**src/rtl/queue_motion_ctrl.sv**
```systemverilog
// Per-frame player motion controller: synchronizes buttons, runs the start FSM and
// updates sprite position, facing and jump physics once per frame_tick.
module queue_motion_ctrl #(
    parameter int START_X  = 100,
    parameter int X_MIN    = 22,
    parameter int X_MAX    = 617,
    parameter int Y_MIN    = 25,
    parameter int GROUND_Y = 400,
    parameter int STEP_X   = 4,
    parameter int JUMP_V0  = 12,
    parameter int GRAVITY  = 1
) (
    input  logic       clk,
    input  logic       rst,
    input  logic       frame_tick,
    input  logic       btn_left,
    input  logic       btn_right,
    input  logic       btn_jump,
    input  logic       btn_start,
    output logic [9:0] posX,
    output logic [8:0] posY,
    output logic       state,
    output logic       animation_state,
    output logic       airborne
);

    typedef enum logic {QUEUE_INITIAL = 1'b0, QUEUE_PLAYING = 1'b1} top_state_t;
    typedef enum logic {V_GROUND = 1'b0, V_AIR = 1'b1} v_state_t;

    localparam logic              QUEUE_LEFT  = 1'b0;
    localparam logic              QUEUE_RIGHT = 1'b1;
    localparam logic signed [10:0] STEP_S     = 11'(STEP_X);
    localparam logic signed [10:0] XMIN_S     = 11'(X_MIN);
    localparam logic signed [10:0] XMAX_S     = 11'(X_MAX);
    localparam logic signed [10:0] YMIN_S     = 11'(Y_MIN);
    localparam logic signed [10:0] GROUND_S   = 11'(GROUND_Y);
    localparam logic signed [6:0]  GRAV_V     = 7'(GRAVITY);

    top_state_t top_q;
    v_state_t   v_q;
    logic [3:0] sync1, sync2;   // {start, jump, right, left}
    logic       jump_prev;
    logic       jump_req;
    logic signed [6:0] vy;

    logic              left_p, right_p, jump_p, start_p, jump_rise;
    logic signed [10:0] x_ext, x_dec, x_inc, y_ext, vy_ext, ny;

    assign state = top_q;

    always_comb begin
        left_p    = sync2[0];
        right_p   = sync2[1];
        jump_p    = sync2[2];
        start_p   = sync2[3];
        jump_rise = jump_p & ~jump_prev;
        x_ext     = $signed({1'b0, posX});
        x_dec     = x_ext - STEP_S;
        x_inc     = x_ext + STEP_S;
        y_ext     = $signed({2'b00, posY});
        vy_ext    = {{4{vy[6]}}, vy};
        ny        = y_ext - vy_ext;
    end

    always_ff @(posedge clk) begin
        if (rst) begin
            top_q           <= QUEUE_INITIAL;
            v_q             <= V_GROUND;
            sync1           <= '0;
            sync2           <= '0;
            jump_prev       <= 1'b0;
            jump_req        <= 1'b0;
            vy              <= '0;
            posX            <= 10'(START_X);
            posY            <= 9'(GROUND_Y);
            animation_state <= QUEUE_RIGHT;
            airborne        <= 1'b0;
        end else begin
            sync1     <= {btn_start, btn_jump, btn_right, btn_left};
            sync2     <= sync1;
            jump_prev <= jump_p;

            if (top_q == QUEUE_INITIAL) begin
                jump_req <= 1'b0;
                if (start_p) top_q <= QUEUE_PLAYING;
            end else begin
                // A rising edge on the tick cycle itself is kept for the next frame.
                if (jump_rise)       jump_req <= 1'b1;
                else if (frame_tick) jump_req <= 1'b0;

                if (frame_tick) begin
                    if (left_p && !right_p) begin
                        posX            <= (x_dec < XMIN_S) ? 10'(X_MIN) : x_dec[9:0];
                        animation_state <= QUEUE_LEFT;
                    end else if (right_p && !left_p) begin
                        posX            <= (x_inc > XMAX_S) ? 10'(X_MAX) : x_inc[9:0];
                        animation_state <= QUEUE_RIGHT;
                    end

                    case (v_q)
                        V_GROUND: begin
                            if (jump_req) begin
                                vy       <= 7'(JUMP_V0 - GRAVITY);
                                posY     <= 9'(GROUND_Y - JUMP_V0);
                                v_q      <= V_AIR;
                                airborne <= 1'b1;
                            end
                        end
                        V_AIR: begin
                            if (ny >= GROUND_S) begin
                                posY     <= 9'(GROUND_Y);
                                vy       <= '0;
                                v_q      <= V_GROUND;
                                airborne <= 1'b0;
                            end else if (ny < YMIN_S) begin
                                posY <= 9'(Y_MIN);
                                vy   <= -GRAV_V;
                            end else begin
                                posY <= ny[8:0];
                                vy   <= vy - GRAV_V;
                            end
                        end
                        default: v_q <= V_GROUND;
                    endcase
                end
            end
        end
    end

endmodule

```
**config.mk**
```make
export PLATFORM = sky130hd
export DESIGN_NAME = queue_motion_ctrl
export DESIGN_NICKNAME = d
export VERILOG_FILES = /design/src/rtl/queue_motion_ctrl.sv
export SDC_FILE = /design/constraint.sdc
export NUM_CORES = 1
export LEC_CHECK = 0
export BUFFER_PORTS_ARGS = -buffer_cell sky130_fd_sc_hd__buf_2
export CORE_MARGIN = 2
export CORE_UTILIZATION = 30
export DETAILED_ROUTE_END_ITERATION = 6
export PLACE_DENSITY = 0.51
export SLEW_MARGIN = 20
export SYNTH_ARGS = -nofsm -noshare
export SYNTH_HDL_FRONTEND = slang
export SYNTH_SLANG_ARGS = --single-unit
```
**constraint.sdc**
```tcl
create_clock -name clk -period 3.43 [get_ports clk]
set_input_delay 0.686 -clock clk [delete_from_list [all_inputs] [get_ports clk]]
set_output_delay 0.686 -clock clk [all_outputs]
set_load 0.02 [all_outputs]
```
### Word level (Yosys, flattened, before mapping)

Cells that the tools add are included.

| word-level totals | value |
|---|---|
| output and inout port bits | 22 |
| bits in registers | 40 |

| cells by class | value |
|---|---|
| $add $sub $neg | 4 |
| multiplexer cells | 24 |
| magnitude comparators | 4 |
| equal/unequal tests | 2 |
| bitwise operators | 4 |
| reduce and logical (&&, ||, !) cells | 11 |

Operators by type and width:

| kind | number |
|---|---|
| 2-to-1 mux 10 bit | 4 |
| 2-to-1 mux 9 bit | 3 |
| less-than comparator 11 x 6 -> 1 bit (second input constant) | 2 |
| 2-to-1 mux 7 bit | 3 |
| case mux 9 bit (2 select lines) | 1 |
| case mux 7 bit (2 select lines) | 1 |
| adder 10 x 3 -> 11 bit (second input constant) | 1 |
| greater-or-equal comparator 11 x 10 -> 1 bit (second input constant) | 1 |
| greater-than comparator 11 bit (second input constant) | 1 |
| subtractor 10 x 3 -> 11 bit (second input constant) | 1 |
| subtractor 10 x 7 -> 11 bit | 1 |
| 2-to-1 mux 1 bit | 10 |
| subtractor 7 x 2 -> 7 bit (second input constant) | 1 |
| AND reduction 3 bit | 2 |
| case mux 1 bit (2 select lines) | 2 |
| AND reduction 4 bit | 1 |
| nonzero test 2 bit | 2 |
| NOT 1 bit | 3 |
| logical AND 1 bit | 2 |
| logical NOT 1 bit | 2 |
| inequality test 2 x 1 -> 1 bit (second input constant) | 1 |
| inequality test 2 bit (second input constant) | 1 |
| AND reduction 2 bit | 1 |
| OR reduction 2 bit | 1 |
| bitwise AND 1 bit | 1 |

### Longest topological paths before layout

Gate-level depths: netlist (run 1).

| logic depth | value |
|---|---|
| depth after elaboration | 5 |
| mapped depth | 12 |
| depth with buffers taken out | 11 |

### Least setup slack after synthesis (run 1)

OpenSTA, ideal clock, no wires.

| timing | value |
|---|---|
| path type | register to register |
| start point | reg posY[0] |
| end point | reg vy[1] |
| stages on the path, launching flop included | 12 |
| data required time | 3.362 ns |
| arrival time | 3.007 ns |
| slack | 0.355 ns |
| period minus slack after synthesis | 3.075 ns |
| cell sequence | dfxtp_1 > inv_1 > ha_1 > fa_1 > nand2b_1 > a211oi_1 > a211o_1 > a21oi_1 > or4_4 > o21a_4 > a211o_1 > a21oi_2 |

| between the ends | value |
|---|---|
| word-level cells in the longest chain between the ends | 5 |
| elaborated cells between the ends (all ways) | 6 |

Ends and longest elaborated chain:

| element | line | source |
|---|---|---|
| start, declared | 21 | `output logic [8:0] posY,` |
| start signal, assigned | 75 | `posY <= 9'(GROUND_Y);` |
| start signal, assigned | 104 | `posY <= 9'(GROUND_Y - JUMP_V0);` |
| start signal, assigned | 111 | `posY <= 9'(GROUND_Y);` |
| subtractor 10 x 7 -> 11 bit * | 62 | `ny = y_ext - vy_ext;` |
| less-than comparator 11 x 6 -> 1 bit | 115 | `end else if (ny < YMIN_S) begin` |
| 2-to-1 mux 7 bit | 115 |  |
| 2-to-1 mux 7 bit * | 110 | `if (ny >= GROUND_S) begin` |
| case mux 7 bit (2 select lines) * | 100 | `case (v_q)` |
| end signal, assigned | 103 | `vy <= 7'(JUMP_V0 - GRAVITY);` |
| end signal, assigned | 117 | `vy <= -GRAV_V;` |
| end signal, assigned | 120 | `vy <= vy - GRAV_V;` |
| end, declared | 44 | `logic signed [6:0] vy;` |

Mark *: on every way between the ends. The rest lies on a longest branch, timed or not.
A chain may end at the register's enable or synchronous reset.

### Final worst setup path (run 1)

| timing | value |
|---|---|
| start point | reg posY[0] |
| end point | reg vy[2] |

The elaborated chain is that of the path after synthesis.

==> results by group, run 1 <==
STA
  – Fin Hold WS: 0.440 ns
  – Setup tns final: 0 ns
  – Worst slew pin tran: 0.906 ns
  – Final Hold Fails: 0
  – Unrepaired setup endpoints after global routing: false
  – Clk_skew: 0.00959 ns
  – Endpoints failing setup: 0
  – Fmax: 316 MHz
  – Final count of pins violating max slew: 0
  – Crit share post-route: 92.3%
  – Slew headroom: 39.2%
  – Min cycle time layout: 3.16 ns

Route
  – Drt wl/cell: 14.3 um
  – Final wirelength: 6930 um
  – 1st-pass router iterations: 4
  – Post-DRT Antenna Nets: 0
  – Vias per cell: 5.36
  – Iteration-0 DRC count of the detailed router: 118
  – DRC Markers: 0
  – Via count: 2591

Logic synthesis
  – Syn Inst Count: 346
  – Post-synth EDFFs: 0
  – Synth async-reset ratio: 0%
  – Register area share after synthesis: 29.8%
  – Synth warnings: 0
  – Synthesized area: 2690 um2
  – Mapped Avg Cell Area: 7.76 um2
  – FF+latch count, synth: 40
  – Top FF cell, synth: dfxtp_1
  – Syn_nets: 369
  – Cell variety after synth: 58

Worst hold path
  – Type of the tightest min-delay check: register to register

Critical path
  – Crit path to: vy[2]
  – Crit. Startpoint: posY[0]
  – Crit. End Element: register
  – Largest delay share family, worst path: compound AO/OA/AOI/OAI gates
  – Worst r2r src: posY[0]
  – Reg2Reg Setup Slack: 0.27 ns
  – Setup CP Type: register to register
  – Buf+Inv Stages, Crit Path: 1
  – Worst EP required: 3.61 ns
  – Crit path cell chain: inv_1 > ha_1 > fa_1 > nand2b_1 > a211oi_2 > o221ai_1 > nor2b_1 > xnor2_1 > a21oi_2 > o31ai_1 > a32o_1
  – Max stage delay on crit path: 0.41 ns
  – Worst reg2reg endpoint: vy[2]
  – Cells on worst reg2reg path: 11
  – CP startpoint kind: register
  – CP Depth: 11
  – Arr. time, crit path: 3.35 ns
  – Crit-path max FO: 9
  – Slowest CP cell: fa_1

Floorplan
  – Initial core utilization: 30.8%
  – DIE AREA: 9730 um2
  – I/O pin count: 29
  – DIE HEIGHT: 98.6 um
  – Core area: 8720 um2
  – Site Rows: 34
  – Chip Width: 98.6 um

Finish
  – Share of cells above drive strength 1: 14.9%
  – Layout Cells excl Fill: 483
  – ANT cells: 0
  – Area delta synth->final: 13.9%
  – Filler instances: 946
  – Final net count: 397

Clock tree
  – H-tree levels: 2
  – # Post-CTS Setup Buffers: 0
  – Maximum clock insertion buffer count: 2
  – Clock Pin Slew Worst Setup and Hold Paths: 0.09 ns
  – CTS tree: done
  – Clock sinks: 40
  – Clock latency on the worst-skew pair: 0.29 ns
  – Hold Buf Count CTS: 0
  – Root buffer cell: clkbuf_8
  – CTS buffer count: 5

Run status
  – Outcome: finished, final reports clean

Power and ir drop
  – P_int: 0.645 mW
  – Max VDD drop: 0.212 mV
  – Sw frac: 24.0%
  – PD cells: 278 nW/um2
  – Power share of the clock group: 40.2%
  – LEAKAGE: 1.17 nW
  – Gate power share: 4.2%
  – Flop pwr share: 55.6%
  – Switching power: 0.204 mW

Place
  – # port buffers: 28
  – Dpl cells: 475
  – DP HPWL: 5290 um
  – Placer Congestion: 0.842

GRT
  – Initial antenna violation count: 0
  – Largest net degree at the start of global routing: 31
  – GRT overflow: 0
  – GRT Total Usage: 14.2%
  – Global-route wire length before repair: 11500 um
  – Vias in the first global route: 2351

Job
  – Max-cap violations: 0
## sequential cells by signal (all words and copies together) (netlist names)
signal,cells
airborne,1
animation_state,1
jump_prev,1
jump_req,1
posX,10
posY,9
state,1
sync1,4
sync2,4
v_q,1
vy,7
## power by group through the flow
| stage | combinational, mW | clock (mW) | sequential, mW |
|---|---|---|---|
| 2_1_floorplan | 0.0234 | 0 | 0.484 |
| 3_3_place_gp | 0.0357 | 0 | 0.483 |
| 3_5_place_dp | 0.0361 | 0 | 0.483 |
| 4_1_cts | 0.0362 | 0.354 | 0.472 |
| 5_1_grt | 0.0405 | 0.367 | 0.473 |
| 6_report | 0.0357 | 0.342 | 0.472 |
## Yosys cell counts, drive strengths merged (7+ instances only)
master	count	share of area [%]
nor2b	12	2.8
nor2	33	4.6
a21oi	29	5.8
inv	21	2.9
clkbuf	11	1.5
xnor2	10	3.3
ha	15	7.0
dfxtp	40	30
o21ai	32	6.0
nand2	29	4.1
nor3	12	2.2
xor2	7	2.3
## final cells by class
class	count	area, um2	share of cell area (%)
flip-flops and latches	40	801	26.2
clock inverters	2	15.0	0.491
well taps	108	135	4.42
multi-input cells	271	1760	57.4
clock buffers	6	82.6	2.70
inverters	21	78.8	2.58
repair buffers	35	193	6.30
## stage by stage
stage	util, %	instance area [um2]	worst slack [ns]	power [mW]
3_5_place_dp	33.9	2950	0.0357	0.519
2_1_floorplan	-	2690	0.355	0.507
4_1_cts	35.0	3060	0.123	0.863
3_3_place_gp	33.9	2950	0.141	0.519
5_1_grt	35.1	3060	0.0582	0.881
6_report	35.1	3060	0.266	0.850
## worst register-to-register path, cell delays in order, from the launching register on
cell,delay [ns]
dfxtp_1,0.38
inv_1,0.06
ha_1,0.22
fa_1,0.41
nand2b_1,0.21
a211oi_2,0.32
o221ai_1,0.25
nor2b_1,0.25
xnor2_1,0.19
a21oi_2,0.37
o31ai_1,0.12
a32o_1,0.28
## layer usage
layer | wire length, um | vias to the layer above | GRT usage, %
met4 | 58 | 0 | 3.58
met5 | 0 | - | 0
met3 | 292 | 4 | 2.70
met1 | 3560 | 1219 | 20.7
met2 | 3020 | 53 | 21.8
li1 | - | 1315 | -
## timing repair
action | CTS | global route
endpoints found under the hold margin | 0 | 0
endpoints found under the setup margin | 2 | 11
gates resized for setup | 1 | 1
cloned | 0 | 0
## worst min-delay path by stage
stage	start	endpoint	slack (ns)	cells after the start
finish	sync1[3]	sync2[3]	0.44	1
global route	sync1[1]	sync2[1]	0.47	1
CTS	sync1[3]	sync2[3]	0.44	1
detailed placement	sync1[3]	sync2[3]	0.42	1
global placement	sync1[0]	sync2[0]	0.42	1
floorplan	sync2[3]	state	0.41	2
## placed cells by master, fill, tap and decap left out, types with 3 or more instances in the layout
| master | count |
|---|---|
| a211o_1 | 6 |
| nand4_1 | 3 |
| buf_4 | 7 |
| and3_1 | 5 |
| xor2_1 | 7 |
| a32o_1 | 4 |
| a21oi_1 | 26 |
| o21ai_0 | 31 |
| a22oi_1 | 3 |
| o31ai_1 | 3 |
| and2_1 | 4 |
| nand3_1 | 5 |
| or3_1 | 4 |
| clkbuf_8 | 6 |
| or2_2 | 3 |
| nor2_1 | 33 |
| a21oi_2 | 3 |
| inv_1 | 21 |
| nor3_1 | 11 |
| a21o_1 | 3 |
| dfxtp_1 | 40 |
| nor2b_1 | 12 |
| ha_1 | 15 |
| a211oi_1 | 5 |
| nand2_1 | 29 |
| xnor2_1 | 10 |
| a31oi_1 | 6 |
| or4_1 | 3 |
| buf_2 | 28 |
## kinds of logic (layout without fill, tap and decap cells)
| kind of cell | count (synthesis) | count (layout) | synth area share (%) |
|---|---|---|---|
| adder cells (fa/ha/maj) | 16 | 16 | 7.73 |
| multiplexers | 2 | 2 | 0.745 |
| flip-flops | 40 | 40 | 29.8 |
| XOR/XNOR | 17 | 17 | 5.54 |
| buffers and inverters | 35 | 64 | 5.22 |
| AND/OR/NAND/NOR | 121 | 121 | 22.4 |
| AO/OA/AOI/OAI | 115 | 115 | 28.6 |
Note: power is estimated with default switching activity, not from simulation.
==> run 2, diff against run 1 <==
Settings changed: REMOVE_ABC_BUFFERS set to 1.
==> run 2 against run 1 <==
  * Wire length is 3.0% higher
  * Critical path depth stayed put
  * Global-route usage is 0.63 points higher
  * Via count is 1.5% lower
  * Utilization is 0.46 points higher
  * Sequential share of layout area is 0.34 points lower
  * Hold slack worse by 0.0011 ns
  * Final cell count is 0.21% higher
  * Sequential cell count stayed put
  * Die area stayed put
  * Count of clock-buffer cells in the layout is 1 lower
  * Clock power is 19% higher
  * Largest power group unchanged
  * Highest routed layer unchanged
==> results by group, run 2 (same netlist as run 1, synthesis figures left out) <==
Run status
  – Outcome: finished, final reports clean

Critical path
  – CP most frequent cell: o21ai_0
  – Crit. End Element: register
  – Arr. time, crit path: 3.35 ns (about the same)
  – Max stage delay on crit path: 0.59 ns (+0.18 ns)
  – Worst r2r src: vy[6]
  – Cells on worst reg2reg path: 11 (unchanged)
  – Crit-path max FO: 6 (-3)
  – Worst EP required: 3.65 ns (+0.04 ns)
  – Buf+Inv Stages, Crit Path: 2 (+1)
  – Crit path cell chain: inv_1 > ha_1 > xor2_1 > or4_1 > o21ai_0 > a211oi_1 > or4_4 > o21ai_0 > buf_4 > nor2_1 > o21ai_0
  – Worst reg2reg endpoint: posY[3]
  – Setup CP Type: register to register
  – Slowest CP cell: or4_4
  – CP startpoint kind: register
  – Largest delay share family, worst path: simple AND/OR/NAND/NOR gates
  – Reg2Reg Setup Slack: 0.31 ns (+0.04 ns)

STA
  – Min cycle time layout: 3.12 ns (-0.0417 ns)
  – Unrepaired setup endpoints after global routing: false
  – Clk_skew: 0.00939 ns (-0.000199 ns)
  – Fmax: 320 MHz (+1.3%)
  – Setup tns final: 0 ns (unchanged)
  – Final Hold Fails: 0 (unchanged)
  – Final count of pins violating max slew: 0 (unchanged)
  – Endpoints failing setup: 0 (unchanged)
  – Crit share post-route: 91.0% (-1.2 points)
  – Slew headroom: 37.8% (-1.4 points)
  – Worst slew pin tran: 0.926 ns (+0.0207 ns)

Floorplan
  – Initial core utilization: 30.8% (unchanged)
  – Chip Width: 98.6 um (unchanged)
  – Core area: 8720 um2 (unchanged)
  – Site Rows: 34 (unchanged)
  – DIE HEIGHT: 98.6 um (unchanged)
  – I/O pin count: 29 (unchanged)
  – DIE AREA: 9730 um2 (unchanged)

Power and ir drop
  – Max VDD drop: 0.132 mV (-38%)
  – Sw frac: 23.3% (-0.72 points)
  – Switching power: 0.213 mW (+4.5%)
  – P_int: 0.702 mW (+8.7%)
  – PD cells: 295 nW/um2 (+6.3%)
  – LEAKAGE: 1.20 nW (+2.5%)
  – Power share of the clock group: 44.5% (+4.3 points)
  – Gate power share: 3.9% (-0.3 points)
  – Total power draw: 0.915 mW (+7.7%)
  – Flop pwr share: 51.7% (-3.9 points)

Route
  – Vias per cell: 5.27 (-1.7%)
  – 1st-pass router iterations: 4 (unchanged)
  – Drt wl/cell: 14.7 um (+2.8%)
  – DRC Markers: 0 (unchanged)
  – Final wirelength: 7140 um (+3.0%)
  – Iteration-0 DRC count of the detailed router: 122 (+3.4%)
  – Via count: 2552 (-1.5%)
  – Post-DRT Antenna Nets: 0 (unchanged)

Finish
  – Most flops, register: posX
  – Share of cells above drive strength 1: 15.4% (+0.49 points)
  – Final Util: 35.6% (+0.46 points)
  – Largest regs: posX: 10 flops, posY: 9 flops, vy: 7 flops
  – Final instance area: 3100 um2 (+1.3%)
  – ANT cells: 0 (unchanged)
  – Area delta synth->final: 15.4%
  – Max reg flops: 10 (unchanged)
  – Most frequent cells in the layout: dfxtp_1 (40), nor2_1 (33), o21ai_0 (31), nand2_1 (29), buf_2 (28)
  – Final net count: 398 (+0.25%)
  – Commonest non-fill, non-tap cell in the layout: dfxtp_1

Clock tree
  – # Post-CTS Setup Buffers: 0 (unchanged)
  – H-tree levels: 2 (unchanged)
  – Clock Pin Slew Worst Setup and Hold Paths: 0.09 ns (about the same)
  – Root buffer cell: clkbuf_8
  – Maximum clock insertion buffer count: 2 (unchanged)
  – Clock latency on the worst-skew pair: 0.30 ns (about the same)
  – Clock sinks: 40 (unchanged)
  – CTS buffer count: 5 (unchanged)
  – CTS tree: done

Place
  – Placer Congestion: 0.797 (-5.4%)
  – Placed Instance Area: 2960 um2 (+0.25%)
  – DP HPWL: 5290 um (about the same)
  – # port buffers: 28 (unchanged)

GRT
  – GRT overflow: 0 (unchanged)
  – GRT Total Usage: 14.9% (+0.63 points)
  – Global-route wire length before repair: 12000 um (+4.2%)
  – Largest net degree at the start of global routing: 31 (unchanged)
  – Initial antenna violation count: 0 (unchanged)
  – Vias in the first global route: 2417 (+2.8%)

Worst hold path
  – Type of the tightest min-delay check: register to register
  – Hold path start: sync1[1]
  – Hold EP: sync2[1]
  – WHS Path Cells: 1 (unchanged)

Job
  – Max-cap violations: 0 (unchanged)
[run 2: worst max-delay path by stage]
| stage | from | endpoint | slack (ns) | cells past startpoint |
|---|---|---|---|---|
| final | vy[6] | posY[3] | 0.31 | 11 |
| after CTS | posY[0] | vy[5] | 0.24 | 13 |
| after detailed placement | posY[0] | vy[5] | 0.27 | 13 |
| after global routing | posY[0] | posY[3] | 0.0007 | 13 |
| after global placement | posY[0] | vy[5] | 0.30 | 13 |
| after floorplan | posY[0] | vy[1] | 0.36 | 11 |
[run 2: layout make-up]
cell class,instances,area [um2]
well taps,108,135
clock buffers,5,68.8
multi-input cells,271,1770
flip-flops and latches,40,801
inverters,21,78.8
clock inverters,3,46.3
repair buffers,36,200
fillers,931,5620
[run 2: metal layers]
metal | vias up | track usage [%] | routed length [um]
li1 | 1313 | - | -
met1 | 1195 | 19.9 | 3510
met5 | - | 0 | 0
met2 | 40 | 25.5 | 3360
met3 | 4 | 2.13 | 216
met4 | 0 | 3.48 | 53
[run 2: what timing repair did]
| item | CTS | global route |
|---|---|---|
| hold buffers | 0 | 0 |
| setup endpoints to repair | 0 | 4 |
| resized for setup | 0 | 4 |
[run 2: metrics by stage]
stage | hold slack, ns | worst slack, ns | cells
floorplan | 0.411 | 0.357 | 332
global placement | 0.415 | 0.298 | 476
detailed placement | 0.420 | 0.274 | 476
CTS | 0.442 | 0.235 | 484
global route | 0.466 | 0.000725 | 484
finish | 0.439 | 0.307 | 484
[run 2: power by group through the flow]
stage / clock network, mW / registers, mW / logic (mW)
global route: 0.436 / 0.474 / 0.0399
detailed placement: 0 / 0.484 / 0.0353
CTS: 0.417 / 0.473 / 0.0356
finish: 0.407 / 0.473 / 0.0353
global placement: 0 / 0.483 / 0.0353
floorplan: 0 / 0.484 / 0.0186
